**src/rtl/uart_cmd_decoder.sv**
```systemverilog
// UART 8N1 receiver and line-command parser: S/H/C pulses, L<ddd> threshold, T<hhmm> BCD time set.
// Optional inter-byte timeout: define CMD_TIMEOUT_EN.
module uart_cmd_decoder #(
    parameter int BAUD_COUNT_x16 = 651,
    parameter int BAUD_BIT_x16   = 10,
    parameter int OVER_SAMPL     = 16,
    parameter int LIV_DEFAULT    = 100,
    parameter int TIMEOUT_TICKS  = 3200,
    parameter int TIMEOUT_BIT    = 12
) (
    input  logic       clk,
    input  logic       rst,
    input  logic       rx,
    output logic [7:0] o_rx_byte,
    output logic       o_rx_ready,
    output logic       o_status,
    output logic       o_history,
    output logic       o_change,
    output logic [8:0] o_livello,
    output logic       o_lev_valid,
    output logic [3:0] o_dore,
    output logic [3:0] o_ore,
    output logic [3:0] o_dmin,
    output logic [3:0] o_min,
    output logic       o_time_valid,
    output logic       o_err,
    output logic [1:0] o_err_code
);

    localparam int SW = $clog2(OVER_SAMPL);
    localparam logic [SW-1:0] SAMP_HALF = SW'(OVER_SAMPL / 2 - 1);
    localparam logic [SW-1:0] SAMP_FULL = SW'(OVER_SAMPL - 1);
    localparam logic [7:0] ASCII_CR = 8'h0D;
    localparam logic [7:0] ASCII_LF = 8'h0A;

    if (BAUD_COUNT_x16 > (1 << BAUD_BIT_x16)) begin : g_bad_baud_width
        $error("BAUD_BIT_x16 too narrow for BAUD_COUNT_x16");
    end
    if (TIMEOUT_TICKS > (1 << TIMEOUT_BIT)) begin : g_bad_timeout_width
        $error("TIMEOUT_BIT too narrow for TIMEOUT_TICKS");
    end

    typedef enum logic [2:0] {R_IDLE, R_START, R_DATA, R_STOP, R_WAITHI} r_state_e;
    typedef enum logic [1:0] {P_IDLE, P_ARGS, P_CR, P_FLUSH} p_state_e;

    // ---------------- input synchroniser and tick generator ----------------
    logic rx_meta, rx_sync, rx_prev;
    logic [BAUD_BIT_x16-1:0] baud_cnt;
    logic tick, start_edge;

    // NOTE: sequential state is always assigned with <=, so every flop samples pre-edge values.
    always_ff @(posedge clk) begin
        if (!rst) begin
            rx_meta <= 1'b1;
            rx_sync <= 1'b1;
            rx_prev <= 1'b1;
        end else begin
            rx_meta <= rx;
            rx_sync <= rx_meta;
            rx_prev <= rx_sync;
        end
    end

    assign tick = (baud_cnt == BAUD_BIT_x16'(BAUD_COUNT_x16 - 1));

    always_ff @(posedge clk) begin
        if (!rst || start_edge || tick) baud_cnt <= '0;
        else                            baud_cnt <= baud_cnt + 1'b1;
    end

    // ---------------- receiver ----------------
    r_state_e r_state, r_next;
    logic [SW-1:0] samp_cnt;
    logic [2:0] bit_idx;
    logic [7:0] shift_reg;
    logic bit_end, frame_ok, frame_bad;

    assign bit_end = tick && (samp_cnt == SAMP_FULL);

    // NOTE: every output of this block gets a default first, so no path can infer a latch.
    always_comb begin
        r_next     = r_state;
        start_edge = 1'b0;
        frame_ok   = 1'b0;
        frame_bad  = 1'b0;
        case (r_state)
            R_IDLE: if (rx_prev && !rx_sync) begin
                start_edge = 1'b1;
                r_next     = R_START;
            end
            R_START: if (tick && samp_cnt == SAMP_HALF) r_next = rx_sync ? R_IDLE : R_DATA;
            R_DATA:  if (bit_end && bit_idx == 3'd7) r_next = R_STOP;
            R_STOP: if (bit_end) begin
                frame_ok  = rx_sync;
                frame_bad = !rx_sync;
                r_next    = rx_sync ? R_IDLE : R_WAITHI;
            end
            R_WAITHI: if (rx_sync) r_next = R_IDLE;
            default: r_next = R_IDLE;
        endcase
    end

    always_ff @(posedge clk) begin
        if (!rst) r_state <= R_IDLE;
        else      r_state <= r_next;
    end

    always_ff @(posedge clk) begin
        if (!rst) begin
            samp_cnt   <= '0;
            bit_idx    <= '0;
            shift_reg  <= '0;
            o_rx_byte  <= '0;
            o_rx_ready <= 1'b0;
        end else begin
            // Counter restarts on every state change, so each phase counts from its own entry.
            if (r_next != r_state) samp_cnt <= '0;
            else if (tick)         samp_cnt <= samp_cnt + 1'b1;
            if (r_state != R_DATA) bit_idx <= '0;
            else if (bit_end)      bit_idx <= bit_idx + 1'b1;
            if (r_state == R_DATA && bit_end) shift_reg <= {rx_sync, shift_reg[7:1]};
            if (frame_ok) o_rx_byte <= shift_reg;
            o_rx_ready <= frame_ok;
        end
    end

    // ---------------- parser ----------------
    p_state_e p_state, p_next;
    logic [7:0]  cmd;
    logic [2:0]  dig_cnt, need;
    logic [9:0]  acc;
    logic [15:0] bcd;
    logic is_digit, is_cr, time_ok, to_hit;
    logic ex_status, ex_history, ex_change, lev_wr, time_wr, p_err;
    logic [1:0] p_err_code;
    logic [3:0] digit;

    assign is_digit = (o_rx_byte >= 8'h30) && (o_rx_byte <= 8'h39);
    assign is_cr    = (o_rx_byte == ASCII_CR);
    assign digit    = o_rx_byte[3:0];
    assign need     = (cmd == "L") ? 3'd3 : 3'd4;
    assign time_ok  = (bcd[15:12] <= 4'd2)
                   && ((bcd[15:12] == 4'd2) ? (bcd[11:8] <= 4'd3) : (bcd[11:8] <= 4'd9))
                   && (bcd[7:4] <= 4'd5) && (bcd[3:0] <= 4'd9);

`ifdef CMD_TIMEOUT_EN
    logic [TIMEOUT_BIT-1:0] to_cnt;

    assign to_hit = tick && (p_state != P_IDLE) && (to_cnt == TIMEOUT_BIT'(TIMEOUT_TICKS - 1));

    always_ff @(posedge clk) begin
        if (!rst || p_state == P_IDLE || o_rx_ready) to_cnt <= '0;
        else if (tick)                               to_cnt <= to_cnt + 1'b1;
    end
`else
    assign to_hit = 1'b0;
`endif

    always_comb begin
        p_next     = p_state;
        ex_status  = 1'b0;
        ex_history = 1'b0;
        ex_change  = 1'b0;
        lev_wr     = 1'b0;
        time_wr    = 1'b0;
        p_err      = 1'b0;
        p_err_code = 2'b10;
        if (frame_bad) begin
            p_next = P_IDLE;
        end else if (o_rx_ready) begin
            case (p_state)
                P_IDLE: begin
                    if (o_rx_byte == "S" || o_rx_byte == "H" || o_rx_byte == "C") p_next = P_CR;
                    else if (o_rx_byte == "L" || o_rx_byte == "T")              p_next = P_ARGS;
                    else if (!is_cr && o_rx_byte != ASCII_LF) begin
                        p_err  = 1'b1;
                        p_next = P_FLUSH;
                    end
                end
                P_ARGS: begin
                    if (!is_digit) begin
                        p_err  = 1'b1;
                        p_next = P_FLUSH;
                    end else if (dig_cnt == need - 3'd1) begin
                        p_next = P_CR;
                    end
                end
                P_CR: begin
                    if (!is_cr) begin
                        p_err  = 1'b1;
                        p_next = P_FLUSH;
                    end else begin
                        p_next = P_IDLE;
                        case (cmd)
                            "S": ex_status  = 1'b1;
                            "H": ex_history = 1'b1;
                            "C": ex_change  = 1'b1;
                            "L": if (acc <= 10'd511) lev_wr = 1'b1;
                                 else begin p_err = 1'b1; p_err_code = 2'b11; end
                            default: if (time_ok) time_wr = 1'b1;
                                     else begin p_err = 1'b1; p_err_code = 2'b11; end
                        endcase
                    end
                end
                default: if (is_cr) p_next = P_IDLE;
            endcase
        end else if (to_hit) begin
            p_next = P_IDLE;
            if (p_state != P_FLUSH) begin
                p_err      = 1'b1;
                p_err_code = 2'b00;
            end
        end
    end

    always_ff @(posedge clk) begin
        if (!rst) p_state <= P_IDLE;
        else      p_state <= p_next;
    end

    always_ff @(posedge clk) begin
        if (!rst) begin
            cmd     <= '0;
            dig_cnt <= '0;
            acc     <= '0;
            bcd     <= '0;
        end else if (o_rx_ready && !frame_bad) begin
            if (p_state == P_IDLE) begin
                cmd     <= o_rx_byte;
                dig_cnt <= '0;
                acc     <= '0;
                bcd     <= '0;
            end else if (p_state == P_ARGS && is_digit) begin
                dig_cnt <= dig_cnt + 1'b1;
                acc     <= acc * 10'd10 + {6'd0, digit};
                bcd     <= {bcd[11:0], digit};
            end
        end
    end

    // Registered outputs: parser strobes appear one cycle after o_rx_ready.
    always_ff @(posedge clk) begin
        if (!rst) begin
            o_status     <= 1'b0;
            o_history    <= 1'b0;
            o_change     <= 1'b0;
            o_livello    <= 9'(LIV_DEFAULT);
            o_lev_valid  <= 1'b0;
            o_dore       <= '0;
            o_ore        <= '0;
            o_dmin       <= '0;
            o_min        <= '0;
            o_time_valid <= 1'b0;
            o_err        <= 1'b0;
            o_err_code   <= 2'b00;
        end else begin
            o_status     <= ex_status;
            o_history    <= ex_history;
            o_change     <= ex_change;
            o_lev_valid  <= lev_wr;
            o_time_valid <= time_wr;
            if (lev_wr) o_livello <= acc[8:0];
            if (time_wr) {o_dore, o_ore, o_dmin, o_min} <= bcd;
            o_err <= frame_bad || p_err;
            if (frame_bad)  o_err_code <= 2'b01;
            else if (p_err) o_err_code <= p_err_code;
        end
    end

endmodule

```
**config.mk**
```make
export PLATFORM = sky130hd
export DESIGN_NAME = uart_cmd_decoder
export DESIGN_NICKNAME = d
export VERILOG_FILES = /design/src/rtl/uart_cmd_decoder.sv
export SDC_FILE = /design/constraint.sdc
export NUM_CORES = 1
export LEC_CHECK = 0
export BUFFER_PORTS_ARGS = -buffer_cell sky130_fd_sc_hd__buf_4
export CORE_MARGIN = 2
export CORE_UTILIZATION = 55
export DETAILED_ROUTE_END_ITERATION = 10
export PLACE_DENSITY = 0.79
export SLEW_MARGIN = 20
export SYNTH_ARGS = -nofsm -noshare
export SYNTH_HDL_FRONTEND = slang
export SYNTH_SLANG_ARGS = --single-unit
```
**constraint.sdc**
```tcl
create_clock -name clk -period 2.95 [get_ports clk]
set_input_delay 0.4425 -clock clk [delete_from_list [all_inputs] [get_ports clk]]
set_output_delay 0.4425 -clock clk [all_outputs]
set_load 0.02 [all_outputs]
```
Yosys cells after proc, flatten, opt, wreduce, memory -nomap -nowiden
Cells that the tools add are included.
{"block": "classes", "add_sub_neg": 6, "eq_ne": 27, "magnitude_cmp": 8, "n_mux": 64, "mul": 1, "reduce_logical": 36, "n_bitwise": 4}
{"cell": "8-bit by 7-bit equality test with 1-bit output (second input constant)", "n": 9}
{"cell": "1-bit two-way mux", "n": 38}
{"cell": "16-bit two-way mux", "n": 2}
{"cell": "3-bit two-way mux", "n": 9}
{"cell": "10-bit two-way mux", "n": 2}
{"cell": "2-bit two-way mux", "n": 8}
{"cell": "3-bit one-hot mux with 5 select lines", "n": 1}
{"cell": "1-bit logical AND", "n": 12}
{"cell": "10-bit by 1-bit adder with 10-bit output (second input constant)", "n": 1}
{"cell": "10-bit by 4-bit adder with 10-bit output", "n": 1}
{"cell": "10-bit equality test (second input constant)", "n": 1}
{"cell": "10-bit by 9-bit <= comparator with 1-bit output (second input constant)", "n": 1}
{"cell": "10-bit by 3-bit multiplier with 9-bit output (second input constant)", "n": 1}
{"cell": "8-bit by 4-bit equality test with 1-bit output (second input constant)", "n": 1}
{"cell": "8-bit by 6-bit >= comparator with 1-bit output (second input constant)", "n": 1}
{"cell": "4-bit by 2-bit <= comparator with 1-bit output (second input constant)", "n": 2}
{"cell": "4-bit <= comparator (second input constant)", "n": 2}
{"cell": "8-bit by 6-bit <= comparator with 1-bit output (second input constant)", "n": 1}
{"cell": "8-bit by 4-bit inequality test with 1-bit output (second input constant)", "n": 1}
{"cell": "3-bit by 1-bit adder with 3-bit output (second input constant)", "n": 2}
{"cell": "3-bit by 2-bit equality test with 1-bit output (second input constant)", "n": 2}
{"cell": "3-bit equality test (second input constant)", "n": 2}
{"cell": "1-bit logical OR", "n": 6}
{"cell": "2-bit one-hot mux with 3 select lines", "n": 1}
{"cell": "28 further kinds", "n": 39}
{"block": "totals", "output_inout_bits": 42, "input_bits": 3, "regBits": 112, "elab_cells": 174}

Depth between registers and ports, before layout
Gate-level depths: netlist of run 1.
{"block": "depth", "depth_word": 13, "mapped_depth": 11, "depth_no_buf": 10}

Least setup slack after synthesis of run 1
OpenSTA, ideal clock, no wires.
{"block": "synth_path", "kind": "register to register", "from": "reg acc[1]", "to": "reg acc[9]", "stages_incl_launch_ff": 11, "t_arrival_ns": 2.427, "n_path_buf": 0, "setup_time_ns": 0.062, "t_required_ns": 2.888, "synth_period_minus_slack_ns": 2.489, "path_slack_ns": 0.461, "cell_sequence": "dfxtp_1 > ha_1 > ha_1 > inv_1 > fa_1 > nand2b_1 > a21oi_1 > xor2_1 > a31oi_1 > or4b_1 > nand3_1"}
{"block": "synth_via", "elab_chain_cells": 4}
{"element": "from (decl)", "line_no": "131", "rtl": "logic [9:0] acc;"}
{"element": "from (signal assigned)", "line_no": "235", "rtl": "acc <= acc * 10'd10 + {6'd0, digit};"}
{"element": "10-bit by 3-bit multiplier with 9-bit output", "line_no": "235"}
{"element": "10-bit by 4-bit adder with 10-bit output", "line_no": "235"}
{"element": "10-bit two-way mux", "line_no": "233", "rtl": "end else if (p_state == P_ARGS && is_digit) begin"}
{"element": "10-bit two-way mux", "line_no": "228", "rtl": "if (p_state == P_IDLE) begin"}
No other way between the ends. The select of a mux whose other input is x is not followed.
A chain may end at the register's enable or synchronous reset.

Worst setup path in the final report of run 1
Ends and elaborated chain as after synthesis.

==> results of run 1 <==
-- layer usage --
layer	vias to the layer above	global-route usage, %	share of wire, %
li1	2039	-	-
met1	1982	27.8	45
met2	93	37.6	49
met3	18	3.52	4.7
met4	0	8.21	1.6
met5	-	0	0
-- power by group through the flow --
stage | Combinational, mW | Sequential [mW] | Clock (mW)
floorplan | 0.0359 | 1.54 | 0
global placement | 0.0438 | 1.54 | 0
detailed placement | 0.0451 | 1.55 | 0
CTS | 0.0462 | 1.51 | 0.921
global route | 0.0523 | 1.51 | 0.974
finish | 0.0459 | 1.51 | 0.893
-- cells in the mapped netlist, types with 2 or more instances --
master      n  area, um2
mux2i_1    32        320
nor2_1     90        338
o21ai_1     5       25.0
buf_2      11       55.1
xor2_1     15        131
buf_4       2       15.0
nand4_4     2       42.5
nand2_1    54        203
nand2b_1    8       50.1
and2_1      2       12.5
o21bai_1    2       15.0
and3_1      8       50.1
a22oi_1    21        158
nor4_1      2       12.5
nor3b_1     4       30.0
nor4b_2     2       30.0
nand3_1    24        120
dfxtp_1   111       2220
a21o_1      2       15.0
and4_1      4       35.0
clkbuf_1   14       52.6
o21ai_0     9       45.0
o211a_1     2       20.0
nor3_1      6       30.0
a31oi_1     4       25.0
xnor2_1     9       78.8
ha_1       24        300
and3b_1     3       26.3
o31ai_1     2       15.0
fa_1        2       40.0
inv_1      13       48.8
a21oi_1    35        175
o22a_1      2       17.5
nor4b_1     2       17.5
or4_1       2       15.0
buf_6       2       22.5
o41ai_1     4       35.0
nor3b_2     2       25.0
-- worst max-delay path: cells and delay by family (launching register included) --
kind | cells | cell delay (ps)
AOI/OAI and AO/OA | 1 | 160
adders and majority gates | 3 | 970
buffers and inverters | 1 | 70
DFF | 1 | 450
and+or+nand+nor | 3 | 1060
-- layout make-up --
class                   instances  area [um2]
multi-input cells             411        2760
clock buffers                   9         124
flip-flops and latches        111        2220
fillers                       792        3450
clock inverters                 7        72.6
inverters                      13        48.8
repair buffers                 50         375
well taps                     111         139
-- metrics by stage --
step           power [mW]  hold WS, ps
5_1_grt              2.54          250
4_1_cts              2.48          241
3_3_place_gp         1.59          400
3_5_place_dp         1.59          397
6_report             2.45          251
2_1_floorplan        1.58          386
-- logic make-up (layout without fill, tap and decap cells) --
logic type / after synthesis / after routing / share of synthesized area, %
AO/OA/AOI/OAI: 97 / 97 / 12.6
XOR/XNOR: 24 / 24 / 4.05
adder cells (fa/ha/maj): 26 / 26 / 6.56
buffers and inverters: 43 / 79 / 4.12
flip-flops: 111 / 111 / 42.8
multiplexers: 32 / 32 / 6.17
AND/OR/NAND/NOR: 232 / 232 / 23.7
-- repair_timing --
action	4_1_cts	5_1_grt
setup buffers	0	1
resized for setup	0	0
endpoints found under the setup margin	0	1
-- path summary, 6_finish.rpt --
kind / slack (ps) / from / to
setup / recovery: 210 / acc[1] / acc[9]
setup reg to reg: 210 / acc[1] / acc[9]
hold reg to reg: 420 / rx_meta / rx_sync
hold / removal: 250 / rx / rx_meta
==> impl_metrics.json, run 1 <==
{
  "status": "completed",
  "seqPwrFrac_pct": 61.7,
  "synth_fp_nets": 594,
  "max_slew.worst_pin.slew_ps": 781,
  "first_pass_iters": 5,
  "diodes": 0,
  "cp-end-kind": "flip-flop",
  "synth_warnings": 0,
  "placed_cells": 695,
  "cp_cell_sequence": "ha_1 > ha_1 > inv_1 > fa_1 > nor3_1 > a31oi_1 > or4b_1 > nand3_1",
  "overflow": 0,
  "internal-power_mw": 1.85,
  "drv_slew": 0,
  "p_sw_mw": 0.600,
  "cts_sinks": 111,
  "grt_first_pass_wirelength_um": 18100,
  "peakVddDrop_mv": 0.250,
  "worstPathRequired_ps": 3270,
  "io_pins": 45,
  "syn_area_per_cell_um2": 9.18,
  "ant_nets": 0,
  "htree_levels": 3,
  "async_flop_share_pct": 0,
  "worst_setup_path_start_kind": "flip-flop",
  "synth_cell_types": 65,
  "vias_per_cell": 5.80,
  "final_util_pct": 62.5,
  "worst_slack_ps": 207,
  "finalWorstPathRequiredPeriod_ps": 2740,
  "cap_violations": 0,
  "largest_registers": "bcd x15, acc x10, baud_cnt x10",
  "worstPathArrival_ps": 3060,
  "setup-tns-final_ps": 0,
  "core_um2": 9200,
  "cts_tree": "built",
  "fin_cells": 712,
  "die_h_um": 101,
  "synthToLayoutAreaGrowth_pct": 10.7,
  "synthesis.area_um2": 5190,
  "ys_ff_latch": 111,
  "synth_cells": 565,
  "gp_congestion": 0.862,
  "path_common_cell": "ha_1",
  "insertion_delay_ps": 380,
  "die_w_um": 101,
  "clk_pin_slew_ps": 110,
  "nNetsFinal": 625,
  "ff2ff_path_depth": 8,
  "fin_crit_sh_pct": 93.0,
  "drive_above_1_share_pct": 14.0,
  "cpPeakStageDelay_ps": 540,
  "grt_max_degree": 44,
  "wl_per_cell_um": 14.9,
  "cts_hold_buf": 0,
  "clkPwrFrac_pct": 36.5,
  "port_buffers": 44,
  "yosys_most_used_dff": "dfxtp_1",
  "dp_hpwl_um": 7590,
  "final_common_cell": "dfxtp_1",
  "mostFrequentLayoutCells": "111 x dfxtp_1, 90 x nor2_1, 54 x nand2_1",
  "holdPathStages": 2,
  "grt_antenna_before_repair": 0,
  "first_global_vias": 3971,
  "final.setup_skew_ps": 21.9,
  "dieArea_um2": 10200,
  "crit_type": "reg -> reg",
  "finalHoldViolCount": 0,
  "p_leak_nw": 2.44,
  "initial_core_util_pct": 56.4,
  "placed_area_um2": 5540,
  "largest_reg_flops": 15,
  "power_frac_comb_pct": 1.9,
  "worst-path-max-fanout": 5,
  "ys_seq_area_share_pct": 42.8,
  "std_cell_rows": 35,
  "synth_edf_count": 0,
  "cts_buffers": 9,
  "drt-initial-drc-count": 161,
  "hold_class": "in -> reg",
  "swShare_pct": 24.5,
  "vias": 4132,
  "grt_use_total_pct": 21.9,
  "cp_slowest_cell": "or4b_1",
  "final_cell_area_um2": 5750,
  "cts-root-buf": "clkbuf_8",
  "clock_path_buffers": 2,
  "slew_headroom_pct": 47.9,
  "powerDensity_nw_per_um2": 426,
  "drc": 0,
  "pre_cts_slack_ps": 279,
  "top_register": "bcd",
  "routed_wl_um": 10600,
  "setup_viol": 0,
  "fmax_ghz": 0.365
}
No activity file was read; power rests on OpenSTA's default activity.
==> run 2: changes to the inputs <==
--- a/config.mk
+++ b/config.mk
@@ -6,7 +6,7 @@
 export NUM_CORES = 1
 export LEC_CHECK = 0
 export BUFFER_PORTS_ARGS = -buffer_cell sky130_fd_sc_hd__buf_4
-export CORE_MARGIN = 2
+export CORE_MARGIN = 10
 export CORE_UTILIZATION = 55
 export DETAILED_ROUTE_END_ITERATION = 10
 export PLACE_DENSITY = 0.79
==> run 2 against run 1 <==
Via count fell by 1.3%; highest routed layer unchanged; worst hold slack gained 2.9 ps; worst setup slack improved by 51 ps; global-route usage is 5.2 points lower; non-clock buffer count shrank 1; utilization is 0.082 points higher; count of clock-buffer cells in the layout is the same; clock skew shrank 8.7 ps; largest power group unchanged; power rose by 2.8%.
==> impl_metrics.json, run 2 (same netlist as run 1, synthesis figures left out) <==
{
  "synthToLayoutAreaGrowth_pct": 10.9,
  "drc": 0,
  "wl_per_cell_um": 15.3,
  "htree_levels": 3,
  "nNetsFinal": 624,
  "routed_wl_um": 10900,
  "cp_slowest_cell": "or4b_1",
  "cp-end-kind": "flip-flop",
  "first_pass_iters": 5,
  "port_buffers": 44,
  "cts_buffers": 9,
  "ant_nets": 0,
  "cts-root-buf": "clkbuf_8",
  "setup_viol": 0,
  "initial_core_util_pct": 56.4,
  "cts_resized": 0,
  "crit_type": "reg -> reg",
  "powerDensity_nw_per_um2": 438,
  "p_leak_nw": 2.45,
  "drt-initial-drc-count": 273,
  "vias": 4079,
  "dieArea_um2": 13700,
  "overflow": 0,
  "mostFrequentLayoutCells": "111 x dfxtp_1, 90 x nor2_1, 54 x nand2_1",
  "cap_violations": 0,
  "worstPathRequired_ps": 3270,
  "grt_max_degree": 34,
  "first_global_vias": 4079,
  "final_common_cell": "dfxtp_1",
  "finalHoldViolCount": 0,
  "fmax_ghz": 0.371,
  "worst-path-max-fanout": 6,
  "std_cell_rows": 35,
  "die_w_um": 117,
  "worst_setup_path_start_kind": "flip-flop",
  "worstPathArrival_ps": 3010,
  "dp_hpwl_um": 7940,
  "cts_tree": "built",
  "die_h_um": 117,
  "io_pins": 45,
  "worst_hold_slack_ps": 254,
  "cpPeakStageDelay_ps": 540,
  "drive_above_1_share_pct": 13.8,
  "peakVddDrop_mv": 0.359,
  "core_um2": 9200,
  "path_common_cell": "ha_1",
  "max_slew.worst_pin.slew_ps": 843,
  "clk_pin_slew_ps": 110,
  "diodes": 0,
  "cp_cell_sequence": "ha_1 > ha_1 > inv_1 > fa_1 > nand2b_1 > a21oi_1 > xor2_1 > a31oi_1 > or4b_1 > nand3_1",
  "largest_reg_flops": 15,
  "vias_per_cell": 5.74,
  "final.setup_skew_ps": 13.1,
  "grt_use_total_pct": 16.7,
  "largest_registers": "bcd x15, acc x10, baud_cnt x10",
  "cts_sinks": 111,
  "hold_class": "in -> reg",
  "status": "completed",
  "gp_congestion": 0.920,
  "clock_path_buffers": 2,
  "drv_slew": 0,
  "slew_headroom_pct": 43.8,
  "cts_hold_buf": 0,
  "finalWorstPathRequiredPeriod_ps": 2690,
  "top_register": "bcd",
  "grt_first_pass_wirelength_um": 18800,
  "grt_antenna_before_repair": 0,
  "post_cts_buffers": 0,
  "insertion_delay_ps": 380,
  "rsz0062_at_grt": "false",
  "fin_crit_sh_pct": 91.3,
  "setup-tns-final_ps": 0
}
==> run 2: stage by stage <==
step / total power, mW / util, % / std cells / cell area, um2 / worst slack (ps)
2_1_floorplan: 1.58 / - / 565 / 5190 / 461
3_5_place_dp: 1.59 / 60.2 / 695 / 5540 / 299
5_1_grt: 2.60 / 62.6 / 711 / 5750 / 107
4_1_cts: 2.54 / 62.5 / 711 / 5750 / 258
3_3_place_gp: 1.59 / 60.2 / 695 / 5540 / 360
6_report: 2.52 / 62.6 / 711 / 5750 / 258
==> run 2: report_power, final <==
group / switching (mW) / total (mW) / internal, mW / leakage, nW
logic: 0.0340 / 0.0464 / 0.0124 / 1.44
registers: 0.00724 / 1.51 / 1.50 / 0.895
clock network: 0.548 / 0.962 / 0.414 / 0.108
total: 0.589 / 2.52 / 1.93 / 2.45
==> run 2: critical path, delay by kind of cell, from the launching register on <==
family / cells / cell delay, ps
xor+xnor: 1 / 270
simple gates: 3 / 790
flops: 1 / 490
compound gates: 2 / 290
buf+inv: 1 / 50
fa+ha+maj: 3 / 740
==> run 2: worst paths after layout <==
| kind | from | endpoint | slack (ps) | depth (start not counted) |
|---|---|---|---|---|
| max | acc[0] | acc[9] | 260 | 10 |
| min | rx | rx_meta | 250 | 2 |
| min reg2reg | rx_meta | rx_sync | 450 | 1 |
| max reg2reg | acc[0] | acc[9] | 260 | 10 |
==> run 2: metal layers <==
layer | share of wire (%) | track usage, %
met1 | 45 | 20.0
met2 | 49 | 29.2
met3 | 5.1 | 3.87
met4 | 1.3 | 5.02
met5 | 0 | 0
==> run 2: final cells by class <==
class,instances,area (um2)
Clock buffer,9,124
Clock inverter,7,87.6
Fill cell,798,3440
Inverter,13,48.8
Multi-Input combinational cell,411,2760
Sequential cell,111,2220
Tap cell,111,139
Timing Repair Buffer,49,368
==> run 3: changes to the inputs <==
--- a/config.mk
+++ b/config.mk
@@ -8,6 +8,7 @@
 export BUFFER_PORTS_ARGS = -buffer_cell sky130_fd_sc_hd__buf_4
 export CORE_MARGIN = 10
 export CORE_UTILIZATION = 55
+export CTS_BUF_LIST = sky130_fd_sc_hd__clkbuf_16
 export DETAILED_ROUTE_END_ITERATION = 10
 export PLACE_DENSITY = 0.79
 export SLEW_MARGIN = 20
==> run 3 against run 2 <==
Routed wire length is 1.7% higher; count of clock-buffer cells in the layout stayed put; sequential power hardly changed; combinational power hardly changed; clock skew is 4.8 ps lower; design area is 1.8% higher; largest cell class unchanged; register-to-register slack better by 20 ps; highest routed layer unchanged.
==> impl_metrics.json, run 3 (same netlist as run 1, synthesis figures left out) <==
{
  "cap_violations": 0,
  "final_cell_area_um2": 5850,
  "core_um2": 9200,
  "r2r_start": "acc[0]",
  "reg2reg_to": "acc[9]",
  "rsz0062_at_grt": "false",
  "final_common_cell": "dfxtp_1",
  "cts_resized": 0,
  "clock_path_buffers": 2,
  "first_global_vias": 4148,
  "wl_per_cell_um": 15.6,
  "vias": 4150,
  "holdPathStages": 2,
  "synthToLayoutAreaGrowth_pct": 12.8,
  "clkPwrFrac_pct": 44.8,
  "fin_cells": 711,
  "nNetsFinal": 624,
  "p_sw_mw": 0.626,
  "drv_slew": 0,
  "io_pins": 45,
  "swShare_pct": 22.2,
  "port_buffers": 44,
  "power_frac_comb_pct": 1.7,
  "worstHoldEndpoint": "rx_meta",
  "fin_crit_sh_pct": 90.5,
  "drt-initial-drc-count": 236,
  "htree_levels": 3,
  "dp_hpwl_um": 7940,
  "worst-path-max-fanout": 6,
  "placed_area_um2": 5540,
  "grt_busiest_layer": "met2",
  "cts_tree": "built",
  "die_h_um": 117,
  "path_delay_family": "simple AND/OR/NAND/NOR gates",
  "grt_util_met2_pct": 29.6,
  "cp_cell_sequence": "ha_1 > ha_1 > inv_1 > fa_1 > nand2b_1 > a21oi_1 > xor2_1 > a31oi_1 > or4b_1 > nand3_1",
  "cts-root-buf": "clkbuf_16",
  "worstPathArrival_ps": 2960,
  "crit_type": "reg -> reg",
  "cpPeakStageDelay_ps": 530,
  "initial_core_util_pct": 56.4,
  "placed_cells": 695,
  "post_cts_buffers": 0,
  "seqPwrFrac_pct": 53.5,
  "grt_antenna_before_repair": 0,
  "peakVddDrop_mv": 0.467,
  "overflow": 0,
  "setup-tns-final_ps": 0,
  "gp_congestion": 0.920,
  "top_register": "bcd",
  "cts_sinks": 111,
  "diodes": 0,
  "cts_hold_buf": 0,
  "r2r_slack_ps": 280,
  "dieArea_um2": 13700,
  "p_leak_nw": 2.49,
  "cp_slowest_cell": "or4b_1",
  "path_common_cell": "ha_1",
  "largest_reg_flops": 15,
  "hold_class": "in -> reg",
  "worstHoldStart": "rx",
  "worstPathRequired_ps": 3240,
  "vias_per_cell": 5.84,
  "critPathBufInv": 1,
  "std_cell_rows": 35,
  "finalHoldViolCount": 0,
  "cp-end-kind": "flip-flop",
  "max_slew.worst_pin.slew_ps": 862,
  "worst_setup_path_start_kind": "flip-flop",
  "internal-power_mw": 2.20,
  "powerDensity_nw_per_um2": 482,
  "mostFrequentLayoutCells": "111 x dfxtp_1, 90 x nor2_1, 54 x nand2_1",
  "die_w_um": 117,
  "clk_pin_slew_ps": 80,
  "drc": 0,
  "insertion_delay_ps": 350,
  "finalWorstPathRequiredPeriod_ps": 2670,
  "routed_wl_um": 11100,
  "grt_use_met3_pct": 3.98,
  "grt_first_pass_wirelength_um": 19100,
  "grt_max_degree": 34,
  "cts_buffers": 9,
  "grt_use_total_pct": 16.9,
  "largest_registers": "bcd x15, acc x10, baud_cnt x10",
  "fmax_ghz": 0.375,
  "drive_above_1_share_pct": 13.8,
  "ff2ff_path_depth": 10,
  "setup_viol": 0,
  "slew_headroom_pct": 42.5,
  "first_pass_iters": 6,
  "ant_nets": 0,
  "grt_use_met1_pct": 20.1,
  "final.setup_skew_ps": 8.34,
  "status": "completed"
}
==> run 3: layout make-up <==
| type | instances | area [um2] |
|---|---|---|
| clock buffers | 9 | 225 |
| clock inverters | 7 | 87.6 |
| fillers | 769 | 3340 |
| inverters | 13 | 48.8 |
| multi-input cells | 411 | 2760 |
| flip-flops and latches | 111 | 2220 |
| well taps | 111 | 139 |
| repair buffers | 49 | 368 |
==> run 3: how the worst max path moves through the flow <==
stage	start	to	slack (ps)	cells after the start
final	acc[0]	acc[9]	280	10
after global routing	acc[0]	acc[9]	120	10
after CTS	baud_cnt[0]	acc[1]	250	8
after detailed placement	acc[1]	acc[9]	300	10
after global placement	acc[1]	acc[9]	360	10
after floorplan	acc[1]	acc[9]	460	10
==> run 3: power by group through the flow <==
stage | clock, mW | combinational [mW] | sequential [mW]
finish | 1.26 | 0.0466 | 1.51
global route | 1.34 | 0.0523 | 1.51
CTS | 1.28 | 0.0468 | 1.51
detailed placement | 0 | 0.0466 | 1.55
global placement | 0 | 0.0452 | 1.54
floorplan | 0 | 0.0359 | 1.54
==> run 3: stage by stage <==
| stage | worst slack (ps) | hold slack, ps | total power [mW] | util, % |
|---|---|---|---|---|
| after detailed placement | 299 | 408 | 1.59 | 60.2 |
| after global placement | 360 | 396 | 1.59 | 60.2 |
| final | 280 | 286 | 2.82 | 63.7 |
| after CTS | 246 | 288 | 2.83 | 63.6 |
| after global routing | 115 | 285 | 2.91 | 63.7 |
| after floorplan | 461 | 386 | 1.58 | - |
==> run 3: per-layer routing <==
metal | wire (um) | share of wire (%)
met5 | 0 | 0
met4 | 140 | 1.3
met3 | 503 | 4.5
met2 | 5480 | 49
met1 | 4950 | 45
==> run 3: worst reg2reg max path: cells and delay by family, from the launching register on <==
family / cells / cell delay, ps
fa+ha+maj: 3 / 740
buf+inv: 1 / 60
xor+xnor: 1 / 270
flops: 1 / 480
compound gates: 2 / 280
simple gates: 3 / 780
